[src/rtl/wb_cam_fifo_if.sv]
// rtl/wb_cam_fifo_if.sv - Wishbone slave bus bundle for the camera FIFO
interface wb_cam_fifo_if #(
  parameter int DW = 32,
  parameter int AW = 32
);
  logic [AW-1:0] wb_adr_i;
  logic [DW-1:0] wb_dat_i;
  logic          wb_we_i;
  logic          wb_cyc_i;
  logic          wb_stb_i;
  logic          wb_sel_i;
  logic [DW-1:0] wb_dat_o;
  logic          wb_ack_o;

  modport slave (
    input  wb_adr_i, wb_dat_i, wb_we_i, wb_cyc_i, wb_stb_i, wb_sel_i,
    output wb_dat_o, wb_ack_o
  );

  modport master (
    output wb_adr_i, wb_dat_i, wb_we_i, wb_cyc_i, wb_stb_i, wb_sel_i,
    input  wb_dat_o, wb_ack_o
  );
endinterface

[src/rtl/wb_cam_fifo.sv]
// rtl/wb_cam_fifo.sv - camera frame capture, pixel packer and word FIFO behind a Wishbone slave
module wb_cam_fifo #(
  parameter int wb_dat_width = 32,
  parameter int wb_adr_width = 32,
  parameter int CAM_W        = 8,
  parameter int PACK         = 4,
  parameter int FIFO_AW      = 4,
  parameter int XCLK_DIV     = 2
) (
  input  logic             clk,
  input  logic             rst,
  output logic             o_xclk,
  input  logic             i_pclk,
  input  logic             i_href,
  input  logic             i_vsyn,
  input  logic [CAM_W-1:0] i_data,
  output logic             o_pwdn,
  output logic             o_reset,
  wb_cam_fifo_if.slave     wb
);
  localparam int DW    = wb_dat_width;
  localparam int AW    = wb_adr_width;
  localparam int DEPTH = 1 << FIFO_AW;
  localparam int LVW   = FIFO_AW + 1;
  localparam int LW    = ($clog2(PACK) > 0) ? $clog2(PACK) : 1;
  localparam int XW    = ($clog2(XCLK_DIV) > 0) ? $clog2(XCLK_DIV) : 1;
  localparam int PW    = PACK * CAM_W;

  typedef enum logic [1:0] {S_IDLE, S_ARM, S_CAPT} state_t;

  state_t r_state, w_state_nxt;
  logic [1:0] r_pclk_s, r_href_s, r_vsyn_s;
  logic r_pclk_d, r_vsyn_d;
  logic [CAM_W-1:0] r_data_s0, r_data_s1;
  logic [XW-1:0] r_xcnt;
  logic r_xclk, r_ack, r_ovf, r_udf, r_done;
  logic [4:0] r_ctrl;
  logic [DW-1:0] r_dat_o, r_count;
  logic [PW-1:0] r_pack, w_pack_next;
  logic [LW-1:0] r_lane;
  logic [DW-1:0] r_mem [DEPTH];
  logic [FIFO_AW-1:0] r_wptr, r_rptr;
  logic [LVW-1:0] r_level;

  logic w_pclk_rise, w_vsyn_rise, w_vsyn_fall;
  logic w_req, w_acc, w_rd, w_wr, w_ctrl_wr, w_start, w_flush;
  logic [1:0] w_adr;
  logic w_empty, w_full, w_pop, w_push, w_wr_en, w_ovf_set;
  logic w_busy, w_capt, w_arm, w_frame_end, w_sample, w_idle_start;
  logic [DW-1:0] w_push_word, w_status, w_rdata;
  logic w_unused;

  assign w_unused = ^{wb.wb_sel_i, wb.wb_adr_i[AW-1:4], wb.wb_adr_i[1:0], wb.wb_dat_i[DW-1:5]};

  // Camera inputs are asynchronous; data rides the same two-stage pipeline as Pclk.
  always_ff @(posedge clk or negedge rst) begin
    if (!rst) begin
      r_pclk_s  <= '0;
      r_href_s  <= '0;
      r_vsyn_s  <= '0;
      r_pclk_d  <= 1'b0;
      r_vsyn_d  <= 1'b0;
      r_data_s0 <= '0;
      r_data_s1 <= '0;
    end else begin
      r_pclk_s  <= {r_pclk_s[0], i_pclk};
      r_href_s  <= {r_href_s[0], i_href};
      r_vsyn_s  <= {r_vsyn_s[0], i_vsyn};
      r_pclk_d  <= r_pclk_s[1];
      r_vsyn_d  <= r_vsyn_s[1];
      r_data_s0 <= i_data;
      r_data_s1 <= r_data_s0;
    end
  end

  assign w_pclk_rise = r_pclk_s[1] & ~r_pclk_d;
  assign w_vsyn_rise = r_vsyn_s[1] & ~r_vsyn_d;
  assign w_vsyn_fall = ~r_vsyn_s[1] & r_vsyn_d;

  always_ff @(posedge clk or negedge rst) begin
    if (!rst) begin
      r_xcnt <= '0;
      r_xclk <= 1'b0;
    end else if (r_xcnt == XW'(XCLK_DIV - 1)) begin
      r_xcnt <= '0;
      r_xclk <= ~r_xclk;
    end else begin
      r_xcnt <= r_xcnt + XW'(1);
    end
  end

  assign o_xclk  = r_xclk;
  assign o_pwdn  = r_ctrl[3];
  assign o_reset = r_ctrl[4];

  // Every access takes the request cycle plus one ack cycle; side effects fire only in the first.
  assign w_req     = wb.wb_stb_i & wb.wb_cyc_i;
  assign w_acc     = w_req & ~r_ack;
  assign w_adr     = wb.wb_adr_i[3:2];
  assign w_rd      = w_acc & ~wb.wb_we_i;
  assign w_wr      = w_acc & wb.wb_we_i;
  assign w_ctrl_wr = w_wr & (w_adr == 2'd2);
  assign w_start   = w_ctrl_wr & wb.wb_dat_i[0];
  assign w_flush   = w_ctrl_wr & wb.wb_dat_i[2];
  assign wb.wb_ack_o = w_req & r_ack;
  assign wb.wb_dat_o = r_dat_o;

  always_ff @(posedge clk or negedge rst) begin
    if (!rst) r_state <= S_IDLE;
    else      r_state <= w_state_nxt;
  end

  always_comb begin
    w_state_nxt = r_state;
    case (r_state)
      S_IDLE:  if (w_start) w_state_nxt = S_ARM;
      S_ARM:   if (w_vsyn_fall) w_state_nxt = S_CAPT;
      S_CAPT:  if (w_vsyn_rise) w_state_nxt = r_ctrl[1] ? S_ARM : S_IDLE;
      default: w_state_nxt = S_IDLE;
    endcase
  end

  always_comb begin
    w_busy       = (r_state != S_IDLE);
    w_capt       = (r_state == S_CAPT);
    w_arm        = (r_state == S_ARM);
    w_idle_start = (r_state == S_IDLE) & w_start;
    w_frame_end  = w_capt & w_vsyn_rise;
    w_sample     = w_capt & ~w_vsyn_rise & w_pclk_rise & r_href_s[1];
  end

  // A full word includes the byte arriving this cycle; a frame-end flush only holds earlier lanes.
  always_comb begin
    w_pack_next = r_pack;
    for (int i = 0; i < PACK; i++)
      if (r_lane == LW'(i)) w_pack_next[i*CAM_W +: CAM_W] = r_data_s1;
    w_push      = 1'b0;
    w_push_word = '0;
    if (w_sample && r_lane == LW'(PACK - 1)) begin
      w_push      = 1'b1;
      w_push_word = DW'(w_pack_next);
    end else if (w_frame_end && r_lane != '0) begin
      w_push      = 1'b1;
      w_push_word = DW'(r_pack);
    end
  end

  always_ff @(posedge clk or negedge rst) begin
    if (!rst) begin
      r_pack <= '0;
      r_lane <= '0;
    end else if (w_flush || w_idle_start || w_frame_end) begin
      r_pack <= '0;
      r_lane <= '0;
    end else if (w_sample) begin
      if (r_lane == LW'(PACK - 1)) begin
        r_pack <= '0;
        r_lane <= '0;
      end else begin
        r_pack <= w_pack_next;
        r_lane <= r_lane + LW'(1);
      end
    end
  end

  assign w_empty   = (r_level == '0);
  assign w_full    = (r_level == LVW'(DEPTH));
  assign w_pop     = w_rd & (w_adr == 2'd0) & ~w_empty;
  assign w_wr_en   = w_push & ~w_flush & (~w_full | w_pop);
  assign w_ovf_set = w_push & ~w_flush & w_full & ~w_pop;

  always_ff @(posedge clk) begin
    if (w_wr_en) r_mem[r_wptr] <= w_push_word;
  end

  always_ff @(posedge clk or negedge rst) begin
    if (!rst) begin
      r_wptr  <= '0;
      r_rptr  <= '0;
      r_level <= '0;
    end else if (w_flush) begin
      r_wptr  <= '0;
      r_rptr  <= '0;
      r_level <= '0;
    end else begin
      if (w_wr_en) r_wptr <= r_wptr + FIFO_AW'(1);
      if (w_pop)   r_rptr <= r_rptr + FIFO_AW'(1);
      case ({w_wr_en, w_pop})
        2'b10:   r_level <= r_level + LVW'(1);
        2'b01:   r_level <= r_level - LVW'(1);
        default: r_level <= r_level;
      endcase
    end
  end

  always_ff @(posedge clk or negedge rst) begin
    if (!rst) begin
      r_ovf   <= 1'b0;
      r_udf   <= 1'b0;
      r_done  <= 1'b0;
      r_count <= '0;
      r_ctrl  <= '0;
      r_ack   <= 1'b0;
    end else begin
      r_ack <= w_acc;
      if (w_flush)        r_ovf <= 1'b0;
      else if (w_ovf_set) r_ovf <= 1'b1;
      if (w_flush)                                 r_udf <= 1'b0;
      else if (w_rd && w_adr == 2'd0 && w_empty)   r_udf <= 1'b1;
      if (w_idle_start)     r_done <= 1'b0;
      else if (w_frame_end) r_done <= 1'b1;
      // Dropped words still count, so COUNT exposes how much of the frame was lost.
      if (w_idle_start || (w_arm && w_vsyn_fall)) r_count <= '0;
      else if (w_push && !w_flush && r_count != '1) r_count <= r_count + DW'(1);
      if (w_ctrl_wr) r_ctrl <= {wb.wb_dat_i[4], wb.wb_dat_i[3], 1'b0, wb.wb_dat_i[1], 1'b0};
    end
  end

  always_comb begin
    w_status                = '0;
    w_status[FIFO_AW:0]     = r_level;
    w_status[16]            = w_empty;
    w_status[17]            = w_full;
    w_status[18]            = r_ovf;
    w_status[19]            = r_udf;
    w_status[20]            = r_done;
    w_status[21]            = w_busy;
    case (w_adr)
      2'd0:    w_rdata = w_empty ? '0 : r_mem[r_rptr];
      2'd1:    w_rdata = w_status;
      2'd2:    w_rdata = DW'(r_ctrl);
      default: w_rdata = r_count;
    endcase
  end

  always_ff @(posedge clk or negedge rst) begin
    if (!rst)      r_dat_o <= '0;
    else if (w_rd) r_dat_o <= w_rdata;
  end
endmodule

[src/flat_wrapper.sv]
// flat-port wrapper written by rule: the top's interface ports become plain ports
module wb_cam_fifo_flat 
#(
  parameter int wb_dat_width = 32,
  parameter int wb_adr_width = 32,
  parameter int CAM_W        = 8,
  parameter int PACK         = 4,
  parameter int FIFO_AW      = 4,
  parameter int XCLK_DIV     = 2
)
  (clk, rst, o_xclk, i_pclk, i_href, i_vsyn, i_data, o_pwdn, o_reset, wb_wb_adr_i, wb_wb_dat_i, wb_wb_we_i, wb_wb_cyc_i, wb_wb_stb_i, wb_wb_sel_i, wb_wb_dat_o, wb_wb_ack_o);
  wb_cam_fifo_if #(.DW(32), .AW(32)) wb_i ();
  input  logic clk;
  input  logic rst;
  output logic o_xclk;
  input  logic i_pclk;
  input  logic i_href;
  input  logic i_vsyn;
  input  logic [CAM_W-1:0] i_data;
  output logic o_pwdn;
  output logic o_reset;
  input wire logic [$bits(wb_i.wb_adr_i)-1:0] wb_wb_adr_i;
  input wire logic [$bits(wb_i.wb_dat_i)-1:0] wb_wb_dat_i;
  input wire logic [$bits(wb_i.wb_we_i)-1:0] wb_wb_we_i;
  input wire logic [$bits(wb_i.wb_cyc_i)-1:0] wb_wb_cyc_i;
  input wire logic [$bits(wb_i.wb_stb_i)-1:0] wb_wb_stb_i;
  input wire logic [$bits(wb_i.wb_sel_i)-1:0] wb_wb_sel_i;
  output wire logic [$bits(wb_i.wb_dat_o)-1:0] wb_wb_dat_o;
  output wire logic [$bits(wb_i.wb_ack_o)-1:0] wb_wb_ack_o;
  assign wb_i.wb_adr_i = wb_wb_adr_i;
  assign wb_i.wb_dat_i = wb_wb_dat_i;
  assign wb_i.wb_we_i = wb_wb_we_i;
  assign wb_i.wb_cyc_i = wb_wb_cyc_i;
  assign wb_i.wb_stb_i = wb_wb_stb_i;
  assign wb_i.wb_sel_i = wb_wb_sel_i;
  assign wb_wb_dat_o = wb_i.wb_dat_o;
  assign wb_wb_ack_o = wb_i.wb_ack_o;
  wb_cam_fifo #(.wb_dat_width(wb_dat_width), .wb_adr_width(wb_adr_width), .CAM_W(CAM_W), .PACK(PACK), .FIFO_AW(FIFO_AW), .XCLK_DIV(XCLK_DIV)) u_core (.clk(clk), .rst(rst), .o_xclk(o_xclk), .i_pclk(i_pclk), .i_href(i_href), .i_vsyn(i_vsyn), .i_data(i_data), .o_pwdn(o_pwdn), .o_reset(o_reset), .wb(wb_i));
endmodule
[config.mk]
export PLATFORM = sky130hd
export DESIGN_NAME = wb_cam_fifo_flat
export DESIGN_NICKNAME = d
export VERILOG_FILES = /design/src/rtl/wb_cam_fifo_if.sv /design/src/rtl/wb_cam_fifo.sv /design/src/flat_wrapper.sv
export SDC_FILE = /design/constraint.sdc
export NUM_CORES = 1
export LEC_CHECK = 0
export CORE_MARGIN = 4
export CORE_UTILIZATION = 44
export CTS_CLUSTER_DIAMETER = 60
export DETAILED_ROUTE_END_ITERATION = 7
export GPL_TIMING_DRIVEN = 0
export PLACE_DENSITY = 0.58
export RECOVER_POWER = 25
export SYNTH_ARGS = -nofsm -noshare
export SYNTH_HDL_FRONTEND = slang
export SYNTH_SLANG_ARGS = --single-unit
[constraint.sdc]
create_clock -name clk -period 6.75 [get_ports clk]
set_clock_uncertainty 0.05 [all_clocks]
set_input_delay 2.025 -clock clk [delete_from_list [all_inputs] [get_ports clk]]
set_output_delay 2.025 -clock clk [all_outputs]
set_load 0.1 [all_outputs]
==> results of run 1 <==
==> worst max path at each step <==
stage,startpoint,end,cells past startpoint
after CTS,wb_wb_cyc_i,wb_wb_ack_o,3
after global routing,rst,u_core.r_data_s1[5]$_DFF_PN0_,2
after detailed placement,wb_wb_cyc_i,wb_wb_ack_o,3
after floorplan,wb_wb_we_i,u_core.r_mem[3][0]$_DFFE_PP_,5
final,wb_wb_cyc_i,wb_wb_ack_o,3
after global placement,wb_wb_adr_i[2],u_core.r_mem[1][10]$_DFFE_PP_,7
==> flip-flops by register name (all words and copies together) (netlist names), 3 cells and up <==
name	flops
u_core.r_pack	32
u_core.r_level	5
u_core.r_data_s1	8
u_core.r_rptr	4
u_core.r_mem	512
u_core.r_data_s0	8
u_core.r_count	32
u_core.wb.wb_dat_o	32
u_core.r_ctrl	3
u_core.r_wptr	4
==> metrics by stage <==
step                      utilization  cells
after floorplan                     -   1551
after global routing            0.525   2560
after CTS                       0.526   2559
after global placement          0.474   2382
after detailed placement        0.485   2428
final                           0.525   2560
==> report_power, final <==
part	total (mW)	internal, mW	switching, mW
sequential	4.52	4.42	0.0972
clock	3.98	2.40	1.58
combinational	1.45	0.499	0.949
total	9.94	7.31	2.63
==> synth_stat cells (3+ instances only) <==
master                     instances
sky130_fd_sc_hd__a21oi_1          60
sky130_fd_sc_hd__a221oi_1          3
sky130_fd_sc_hd__a22o_1            9
sky130_fd_sc_hd__a32o_1           16
sky130_fd_sc_hd__and2_1           19
sky130_fd_sc_hd__and3_1            6
sky130_fd_sc_hd__and4_1            8
sky130_fd_sc_hd__buf_1            14
sky130_fd_sc_hd__buf_2            22
sky130_fd_sc_hd__clkbuf_1         51
sky130_fd_sc_hd__dfrtp_1         146
sky130_fd_sc_hd__edfxtp_1        512
sky130_fd_sc_hd__ha_1             13
sky130_fd_sc_hd__inv_1            15
sky130_fd_sc_hd__mux2_2           51
sky130_fd_sc_hd__mux2i_1          31
sky130_fd_sc_hd__mux4_2          128
sky130_fd_sc_hd__nand2_1         136
sky130_fd_sc_hd__nand2b_1          9
sky130_fd_sc_hd__nand3_1          65
sky130_fd_sc_hd__nand3b_1          4
sky130_fd_sc_hd__nand4_1          34
sky130_fd_sc_hd__nor2_1           28
sky130_fd_sc_hd__nor2b_1           5
sky130_fd_sc_hd__nor3_1            8
sky130_fd_sc_hd__nor3b_1           5
sky130_fd_sc_hd__nor4_1            9
sky130_fd_sc_hd__o211ai_1         14
sky130_fd_sc_hd__o21ai_0          28
sky130_fd_sc_hd__o21ai_1           3
sky130_fd_sc_hd__o221ai_1          5
sky130_fd_sc_hd__o311ai_0          3
sky130_fd_sc_hd__o31ai_1          18
sky130_fd_sc_hd__o41ai_1           4
sky130_fd_sc_hd__or3_1             8
sky130_fd_sc_hd__or4_1            13
sky130_fd_sc_hd__xnor2_1           3
sky130_fd_sc_hd__xor2_1            7
==> kinds of logic after synthesis <==
kind of cell	Yosys count	share of synthesized area
AO/OA/AOI/OAI	184	0.0474
flip-flops	658	0.714
AND/OR/NAND/NOR	369	0.0712
adder cells (fa/ha/maj)	13	0.00610
XOR/XNOR	10	0.00329
buffers and inverters	107	0.0167
multiplexers	210	0.141
==> routing by layer <==
layer	vias up	global-route usage	wire length, um
li1	6573	-	-
met1	7968	0.307	29800
met2	504	0.352	33700
met3	105	0.0430	4510
met4	4	0.0619	1670
met5	-	0	21
==> layout make-up <==
type | count | area [um2]
fill | 4918 | 28200
sequential | 658 | 19000
multi-input combinational | 786 | 7240
clock buffer | 95 | 2030
timing repair buffer | 105 | 1120
tap | 773 | 967
buffer | 91 | 384
clock inverter | 36 | 383
inverter | 16 | 60.1
==> flow_summary_export.csv, run 1 <==
group,metric,value,unit
global_routing,number_of_global_route_vias_before_repair,15300,
logic_synthesis,synthesis.instances,1551,
detailed_routing,detailroute.via_count,15200,
place,dpl-instance-area,28800,um2
detailed_routing,vias_per_cell,5.92,
worst_hold_path,sink_of_the_worst_hold_path,"u_core.r_data_s1[7]$_DFF_PN0_",
worst_setup_path,critical_path.slowest_cell,"sky130_fd_sc_hd__clkdlybuf4s50_1",
worst_setup_path,critPathLaunchType,"input port",
logic_synthesis,post_synth.cell_area_avg,17.2,um2
timing,setup_tns,0,ns
place,detailedPlace.worstSlack,0.844,ns
finish,synthToLayoutAreaGrowth,17.1,%
timing,timing_hold_violations_final,0,
timing,max_slew_margin,-1.00,
timing,final_max_slew_viol_count,148,
power,static-leakage-power,10.9,nW
worst_setup_path,r2r_start,"u_core.r_lane[0]$_DFFE_PN0P_",
floorplan,rows,89,
place,place_congestion,0.825,
logic_synthesis,number_of_flops_mapped_to_enable_cells_by_yosys,512,
clocking,cts_hold_buffers,0,
worst_setup_path,critPathKind,"in -> out",
timing,period_share,0.883,
worst_hold_path,min_delay_path_class,"reg -> reg",
logic_synthesis,sequential_area_share_after_synthesis,0.714,
floorplan,ioPinCount,117,
detailed_routing,post-route-drc-count,0,
global_routing,maximum_number_of_pins_on_one_net_before_global_route_repair,105,
clocking,reg_clk_slew_reported_paths,0.06,ns
worst_setup_path,cp-end-kind,"primary output",
logic_synthesis,synthesis.area,26700,um2
worst_setup_path,critPathMaxFanout,3,
clocking,max_buffers_root_to_sink,3,
detailed_routing,finalWirelength,69800,um
clocking,cts_tree,"built",
worst_hold_path,holdPathStages,0,
global_routing,global_route_wire_length_before_repair,102000,um
global_routing,grt_usage,0.218,
logic_synthesis,ys_dominant_reg_cell,"sky130_fd_sc_hd__edfxtp_1",
power,power_density,318,nW/um2
worst_setup_path,r2r_cells,11,
worst_setup_path,worstPathCellList,"dlygate4sd3_1 -> and3_1 -> clkdlybuf4s50_1",
detailed_routing,iteration_0_drc_markers,1495,
run,timing.max_cap.violations,2,
floorplan,die_width,254,um
finish,mostFrequentLayoutCell,"sky130_fd_sc_hd__edfxtp_1",
floorplan,die-area,64600,um2
logic_synthesis,netlist.top_cell.by_area,"sky130_fd_sc_hd__edfxtp_1",
logic_synthesis,synthArstFlopShare,0.222,
run_status,run_status,"complete, but fails checks",
global_routing,grt_remaining_overflow,0,
worst_setup_path,crit_arrival,3.89,ns
worst_setup_path,worst-r2r-setup-slack,2.81,ns
timing,setup-violations-final,0,
logic_synthesis,synthDistinctLibCells,67,
logic_synthesis,synth_net_count,1645,
clocking,htreeDepth,3,
logic_synthesis,synth_top_cell_area_share,0.577,
timing,max_freq,168,MHz
power,report.power.total,9.94,mW
global_routing,grt_antenna_before_repair,2,
timing,final_period_minus_worst_setup_slack,5.96,ns
floorplan,die_y,254,um
detailed_routing,route.detailed.wl_per_inst,27.3,um
detailed_routing,final_antenna_net_count,0,
finish,ant_diodes,0,
detailed_routing,detail_route.first_pass.iterations,6,
timing,finalHoldWorstSlack,0.295,ns
worst_setup_path,r2r_end,"u_core.r_mem[2][7]$_DFFE_PP_",
worst_setup_path,critPathMaxStageDelay,1.13,ns
clocking,clock_insertion_delay_worst_skew,0.61,ns
floorplan,initial_utilization,0.448,
logic_synthesis,postSynthRegisterBits,658,
worst_setup_path,crit_family,"buffers and inverters",
timing,rsz0062_at_grt,"false",
clocking,cts_num_sinks,658,
clocking,buffer_type_at_the_clock_tree_root,"sky130_fd_sc_hd__clkbuf_16",
place,numPortBuffers,58,
finish,fraction_of_layout_cells_with_a_size_suffix_above_1,0.215,
run_status,violations,"capacitance limit, slew limit",
worst_setup_path,critical_path_buf_inv_count,2,
timing,max_slew.worst_pin.slew,3.00,ns
finish,commonest_cells_after_routing_fill_and_taps_aside,"sky130_fd_sc_hd__edfxtp_1, sky130_fd_sc_hd__dfrtp_1, sky130_fd_sc_hd__nand2_1, sky130_fd_sc_hd__mux4_2, sky130_fd_sc_hd__clkbuf_16",
clocking,post_cts.resized_instances,0,
worst_setup_path,cp.required,4.68,ns
timing,postLayoutSetupSlackWorst,0.789,ns
finish,final_net_count,1823,
finish,design_area,31200,um2
logic_synthesis,yosysWarningCount,0,
clocking,cts_made_buffers,71,
power,vdd.ir_drop.worst,218,uV
worst_hold_path,hold_path.startpoint,"u_core.r_data_s0[7]$_DFF_PN0_",
place,hpwlAfterDp,47300,um
floorplan,fp.coreArea,59500,um2
logic_synthesis,synthTopCellsByArea,"sky130_fd_sc_hd__edfxtp_1, sky130_fd_sc_hd__dfrtp_1, sky130_fd_sc_hd__mux4_2, sky130_fd_sc_hd__mux2_2, sky130_fd_sc_hd__nand2_1",
clocking,post_cts_buffers,0,
(Power assumes the default switching activity.)
==> inputs of run 2 (changes only) <==
CORE_MARGIN = 2   (was 4)
==> run 2 against run 1 <==
  * The run still ends with capacitance limit, slew limit left
  * Count of clock-buffer cells in the layout is 11 higher
  * Worst setup slack better by 0.013 ns
  * Critical path type unchanged
  * Worst hold slack worse by 0.0021 ns
  * Non-clock buffer count is 4 lower
  * Wire length is 0.79% higher
  * Via count is 1.1% higher
  * Die area is 3.1% lower
  * Sequential power hardly changed
==> flow_summary_export.csv, run 2 (same netlist as run 1, synthesis figures left out) <==
group,metric,value,unit
run_status,run_status,"complete, but fails checks",
run_status,violations,"capacitance limit, slew limit",
finish,mostFrequentLayoutCell,"sky130_fd_sc_hd__edfxtp_1",
global_routing,grt_remaining_overflow,0,
worst_setup_path,crit_family,"buffers and inverters",
timing,max_slew_margin,-1.11,
timing,final_max_slew_viol_count,48,
finish,design_area,31100,um2
place,numPortBuffers,58,
floorplan,rows,90,
global_routing,grt_usage,0.227,
detailed_routing,post-route-drc-count,0,
worst_hold_path,hold_path.startpoint,"u_core.r_data_s0[1]$_DFF_PN0_",
power,report.power.total,9.80,mW
place,place_congestion,0.836,
finish,max_flop_register,"u_core.r_mem",
power,power_density,316,nW/um2
worst_setup_path,critical_path.slowest_cell,"sky130_fd_sc_hd__clkdlybuf4s50_1",
run,timing.max_cap.violations,1,
timing,max_freq,168,MHz
worst_setup_path,cp-end-kind,"primary output",
clocking,buffer_type_at_the_clock_tree_root,"sky130_fd_sc_hd__clkbuf_16",
worst_setup_path,crit_arrival,3.87,ns
worst_setup_path,cp.required,4.68,ns
worst_hold_path,min_delay_path_class,"reg -> reg",
worst_setup_path,critPathMaxStageDelay,1.13,ns
worst_setup_path,critical_path_buf_inv_count,2,
clocking,post_cts_buffers,0,
worst_setup_path,worst_setup_path_start,"wb_wb_cyc_i",
worst_setup_path,critPathLaunchType,"input port",
detailed_routing,detailroute.via_count,15300,
floorplan,die_y,250,um
detailed_routing,vias_per_cell,5.98,
worst_setup_path,critPathMaxFanout,3,
detailed_routing,final_antenna_net_count,0,
clocking,post_cts.resized_instances,0,
worst_setup_path,critPathKind,"in -> out",
worst_setup_path,levels_on_crit_path,3,
clocking,max_buffers_root_to_sink,3,
finish,final_net_count,1819,
clocking,htreeDepth,3,
worst_hold_path,sink_of_the_worst_hold_path,"u_core.r_data_s1[1]$_DFF_PN0_",
finish,largest_register_ff_count,512,
detailed_routing,iteration_0_drc_markers,1418,
floorplan,ioPinCount,117,
floorplan,die_width,250,um
power,static-leakage-power,10.8,nW
worst_setup_path,r2r_end,"u_core.r_mem[3][27]$_DFFE_PP_",
clocking,cts_made_buffers,71,
finish,sequential_cell_area,19000,um2
worst_setup_path,worstPathCellList,"dlygate4sd3_1 -> and3_1 -> clkdlybuf4s50_1",
clocking,cts_tree,"built",
global_routing,number_of_global_route_vias_before_repair,15200,
detailed_routing,detail_route.first_pass.iterations,7,
clocking,cts_num_sinks,658,
finish,fillCellCount,4923,
finish,multi_input_comb_area,7240,um2
worst_hold_path,holdPathStages,0,
clocking,reg_clk_slew_reported_paths,0.06,ns
timing,setup-violations-final,0,
timing,period_share,0.881,
finish,synthToLayoutAreaGrowth,16.5,%
global_routing,maximum_number_of_pins_on_one_net_before_global_route_repair,100,
timing,final_period_minus_worst_setup_slack,5.95,ns
detailed_routing,route.detailed.wl_per_inst,27.4,um
worst_setup_path,worst-r2r-setup-slack,2.70,ns
floorplan,die-area,62600,um2
timing,rsz0062_at_grt,"false",
place,dpl-instance-area,28800,um2
finish,commonest_cells_after_routing_fill_and_taps_aside,"sky130_fd_sc_hd__edfxtp_1, sky130_fd_sc_hd__dfrtp_1, sky130_fd_sc_hd__nand2_1, sky130_fd_sc_hd__mux4_2, sky130_fd_sc_hd__clkbuf_1",
floorplan,fp.coreArea,60100,um2
worst_setup_path,r2r_cells,12,
global_routing,global_route_wire_length_before_repair,103000,um
floorplan,initial_utilization,0.443,
detailed_routing,finalWirelength,70300,um
finish,ant_diodes,0,
timing,timing_hold_violations_final,0,
clocking,clock_insertion_delay_worst_skew,0.61,ns
place,hpwlAfterDp,47100,um
clocking,cts_hold_buffers,0,
power,vdd.ir_drop.worst,157,uV
global_routing,grt_antenna_before_repair,0,
worst_setup_path,r2r_start,"u_core.r_lane[0]$_DFFE_PN0P_",
finish,fraction_of_layout_cells_with_a_size_suffix_above_1,0.208,
timing,max_slew.worst_pin.slew,3.17,ns
==> run 2: power breakdown <==
group          total [mW]  switching [mW]  internal, mW
Sequential           4.51          0.0967          4.42
Combinational        1.46           0.956         0.501
Clock                3.83            1.58          2.25
==> run 2: worst max path at each step <==
| stage | endpoint |
|---|---|
| after floorplan | u_core.r_mem[3][0]$_DFFE_PP_ |
| after global placement | u_core.r_mem[2][27]$_DFFE_PP_ |
| after detailed placement | u_core.r_mem[3][27]$_DFFE_PP_ |
| after CTS | wb_wb_ack_o |
| after global routing | wb_wb_ack_o |
| final | wb_wb_ack_o |
==> run 2: per-stage QoR <==
step,hold slack (ns),instances,TNS (ns),setup WS (ns),util
5_1_grt,0.306,2564,0,0.733,0.516
3_3_place_gp,0.284,2391,-1270.37,-5.47,0.469
6_report,0.293,2564,0,0.802,0.516
3_5_place_dp,0.285,2434,0,0.844,0.479
2_1_floorplan,0.281,1551,0,0.0582,-
4_1_cts,0.297,2564,0,0.857,0.517
==> run 2: per-layer routing <==
| layer | wire (um) | vias up | global-route usage |
|---|---|---|---|
| met5 | 0 | - | 0 |
| met4 | 1520 | 0 | 0.0664 |
| met3 | 3950 | 97 | 0.0310 |
| met2 | 34300 | 541 | 0.368 |
| met1 | 30500 | 8135 | 0.322 |
| li1 | - | 6548 | - |
==> run 2: layout make-up <==
type / count / area share
timing repair buffer: 101 / 0.0343
multi-input combinational: 786 / 0.233
clock inverter: 24 / 0.00713
inverter: 16 / 0.00193
buffer: 91 / 0.0124
clock buffer: 106 / 0.0667
tap: 782 / 0.0315
sequential: 658 / 0.613
==> run 2: worst reg2reg max path: stages (launching register included) <==
cell and delay (ns):
sky130_fd_sc_hd__dfrtp_1 0.41, sky130_fd_sc_hd__inv_1 0.09, sky130_fd_sc_hd__ha_1 0.19, sky130_fd_sc_hd__clkbuf_1 0.25
sky130_fd_sc_hd__nand2b_1 0.22, sky130_fd_sc_hd__clkbuf_1 0.31, sky130_fd_sc_hd__a211oi_4 0.45, sky130_fd_sc_hd__inv_2 0.19
sky130_fd_sc_hd__nor4_2 0.70, sky130_fd_sc_hd__buf_4 0.34, sky130_fd_sc_hd__buf_4 0.19, sky130_fd_sc_hd__buf_4 0.16
sky130_fd_sc_hd__buf_4 0.19
==> inputs of run 3 (changes only) <==
REMOVE_ABC_BUFFERS = 1   (was unset)
TNS_END_PERCENT = 50   (was unset)
==> run 3 against run 2 <==
  * The flow still finishes with violations (capacitance limit, slew limit)
  * Worst setup slack got worse by 0.070 ns
  * Highest routed layer unchanged
  * Global-route usage decreased by 1.1 points
  * Worst hold slack improved by 0.0030 ns
  * Critical endpoint unchanged
  * Register-to-register slack got worse by 0.32 ns
  * Final cell count decreased by 3.0%
  * Clock power increased by 3%
==> flow_summary_export.csv, run 3 (same netlist as run 1, synthesis figures left out) <==
group,metric,value,unit
detailed_routing,detail_route.first_pass.iterations,5,
clocking,post_cts.resized_instances,0,
finish,commonest_cells_after_routing_fill_and_taps_aside,"sky130_fd_sc_hd__edfxtp_1, sky130_fd_sc_hd__dfrtp_1, sky130_fd_sc_hd__nand2_1, sky130_fd_sc_hd__mux4_2, sky130_fd_sc_hd__clkbuf_16",
run_status,run_status,"complete, but fails checks",
clocking,clock_insertion_delay_worst_skew,0.60,ns
worst_setup_path,crit_arrival,3.94,ns
worst_setup_path,cp.required,4.68,ns
timing,finalHoldWorstSlack,0.296,ns
worst_hold_path,min_delay_path_class,"reg -> reg",
worst_setup_path,critPathKind,"in -> out",
timing,final_period_minus_worst_setup_slack,6.02,ns
clocking,cts_tree,"built",
worst_setup_path,critPathMaxFanout,3,
run_status,violations,"capacitance limit, slew limit",
global_routing,grt_remaining_overflow,0,
finish,ant_diodes,0,
clocking,post_cts_buffers,0,
clocking,cts_num_sinks,658,
timing,max_slew.worst_pin.slew,2.82,ns
clocking,buffer_type_at_the_clock_tree_root,"sky130_fd_sc_hd__clkbuf_16",
finish,mostFrequentLayoutCell,"sky130_fd_sc_hd__edfxtp_1",
power,report.power.total,9.88,mW
finish,fraction_of_layout_cells_with_a_size_suffix_above_1,0.213,
floorplan,die-area,62600,um2
global_routing,global_route_wire_length_before_repair,99000,um
timing,final_max_slew_viol_count,183,
floorplan,ioPinCount,117,
timing,max_slew_margin,-0.879,
floorplan,fp.coreArea,60100,um2
floorplan,die_y,250,um
worst_setup_path,critPathLaunchType,"input port",
detailed_routing,finalWirelength,66200,um
detailed_routing,route.detailed.wl_per_inst,26.6,um
timing,timing_hold_violations_final,0,
global_routing,grt_usage,0.216,
worst_setup_path,critPathMaxStageDelay,1.13,ns
power,static-leakage-power,10.8,nW
global_routing,maximum_number_of_pins_on_one_net_before_global_route_repair,106,
detailed_routing,post-route-drc-count,0,
worst_setup_path,critical_path_buf_inv_count,2,
timing,rsz0062_at_grt,"false",
global_routing,grt_antenna_before_repair,1,
worst_setup_path,critical_path.slowest_cell,"sky130_fd_sc_hd__clkdlybuf4s50_1",
floorplan,initial_utilization,0.443,
detailed_routing,detailroute.via_count,15000,
place,numPortBuffers,58,
place,placed_cells_incl_taps,2357,
worst_setup_path,crit_family,"buffers and inverters",
floorplan,rows,90,
finish,multi_input_comb_area,7300,um2
worst_setup_path,worstPathCellList,"dlygate4sd3_1 -> and3_1 -> clkdlybuf4s50_1",
detailed_routing,final_antenna_net_count,0,
finish,largest_register_ff_count,512,
clocking,htreeDepth,3,
finish,sequential_cell_area,19000,um2
finish,synthToLayoutAreaGrowth,16.5,%
place,hpwlAfterDp,41500,um
finish,max_flop_register,"u_core.r_mem",
place,place_congestion,0.839,
detailed_routing,iteration_0_drc_markers,1392,
floorplan,die_width,250,um
timing,period_share,0.892,
finish,final_net_count,1742,
run,timing.max_cap.violations,4,
clocking,reg_clk_slew_reported_paths,0.06,ns
global_routing,number_of_global_route_vias_before_repair,15000,
timing,setup-violations-final,0,
clocking,max_buffers_root_to_sink,3,
power,p_comb_frac,0.135,
power,vdd.ir_drop.worst,277,uV
clocking,cts_hold_buffers,0,
worst_setup_path,cp-end-kind,"primary output",
power,sw_frac_of_total,0.260,
power,power.clock.fraction,0.400,
power,internal_power,7.31,mW
timing,max_freq,166,MHz
finish,finish.cell_count_without_fillers,2488,
power,power_density,318,nW/um2
detailed_routing,vias_per_cell,6.01,
clocking,cts_made_buffers,71,
finish,fillCellCount,4906,
power,power.share.sequential,0.465,
timing,setup_tns,0,ns
power,p_sw,2.56,mW
-- run 3: cell count changes in the layout (fill, tap and decap cells not counted), moves of 5 or more --
cell                        change
sky130_fd_sc_hd__buf_2         -22
sky130_fd_sc_hd__clkinv_1      +11
sky130_fd_sc_hd__clkbuf_1      -60
sky130_fd_sc_hd__clkbuf_8       -7
sky130_fd_sc_hd__bufinv_16      +5
sky130_fd_sc_hd__buf_1         -12
-- run 3: layout make-up --
cell class | instances | share of cell area
repair buffers | 115 | 0.0420
multi-input cells | 786 | 0.235
inverters | 16 | 0.00193
flip-flops and latches | 658 | 0.613
well taps | 782 | 0.0315
clock inverters | 38 | 0.0129
clock buffers | 93 | 0.0636
-- run 3: power by group through the flow --
stage	registers, mW	clock network, mW	logic (mW)
after floorplan	5.11	0	0.540
after global routing	4.61	4.18	1.43
final	4.59	3.95	1.33
after detailed placement	4.68	0	1.36
after global placement	4.91	0	1.14
after CTS	4.60	4.03	1.36
-- run 3: worst reg2reg max path, stage by stage, from the launching register on --
cell and delay (ns):
sky130_fd_sc_hd__dfrtp_1 0.42, sky130_fd_sc_hd__ha_1 0.20, sky130_fd_sc_hd__nand4b_1 0.16, sky130_fd_sc_hd__nor3_1 0.99, sky130_fd_sc_hd__clkbuf_1 0.60, sky130_fd_sc_hd__clkbuf_1 0.61, sky130_fd_sc_hd__clkbuf_1 0.42, sky130_fd_sc_hd__a32o_1 0.62
-- run 3: routing by layer --
layer / up-vias / track usage / wire length, um
li1: 6406 / - / -
met1: 7946 / 0.313 / 29400
met2: 490 / 0.343 / 31700
met3: 110 / 0.0336 / 3490
met4: 0 / 0.0556 / 1530
met5: - / 0 / 0
-- run 3: final timing paths --
check	startpoint	endpoint	slack [ns]	cells past startpoint
worst max-delay path	wb_wb_cyc_i	wb_wb_ack_o	0.73	3
worst min register to register	u_core.r_data_s0[2]$_DFF_PN0_	u_core.r_data_s1[2]$_DFF_PN0_	0.30	0
max in group asynchronous	rst	u_core.r_rptr[0]$_DFFE_PN0P_	1.28	2
worst max register to register	u_core.r_lane[0]$_DFFE_PN0P_	u_core.r_mem[12][14]$_DFFE_PP_	2.38	7
worst min-delay path	u_core.r_data_s0[2]$_DFF_PN0_	u_core.r_data_s1[2]$_DFF_PN0_	0.30	0
min in group asynchronous	rst	u_core.r_pack[27]$_DFFE_PN0P_	2.29	1
-- run 3: through the flow --
step                setup slack (ns)  utilization  instance area, um2
floorplan                     -0.969            -               26300
global placement               -8.52        0.463               27800
detailed placement             0.344        0.478               28700
CTS                            0.801        0.518               31100
global route                   0.500        0.517               31100
finish                         0.732        0.517               31100
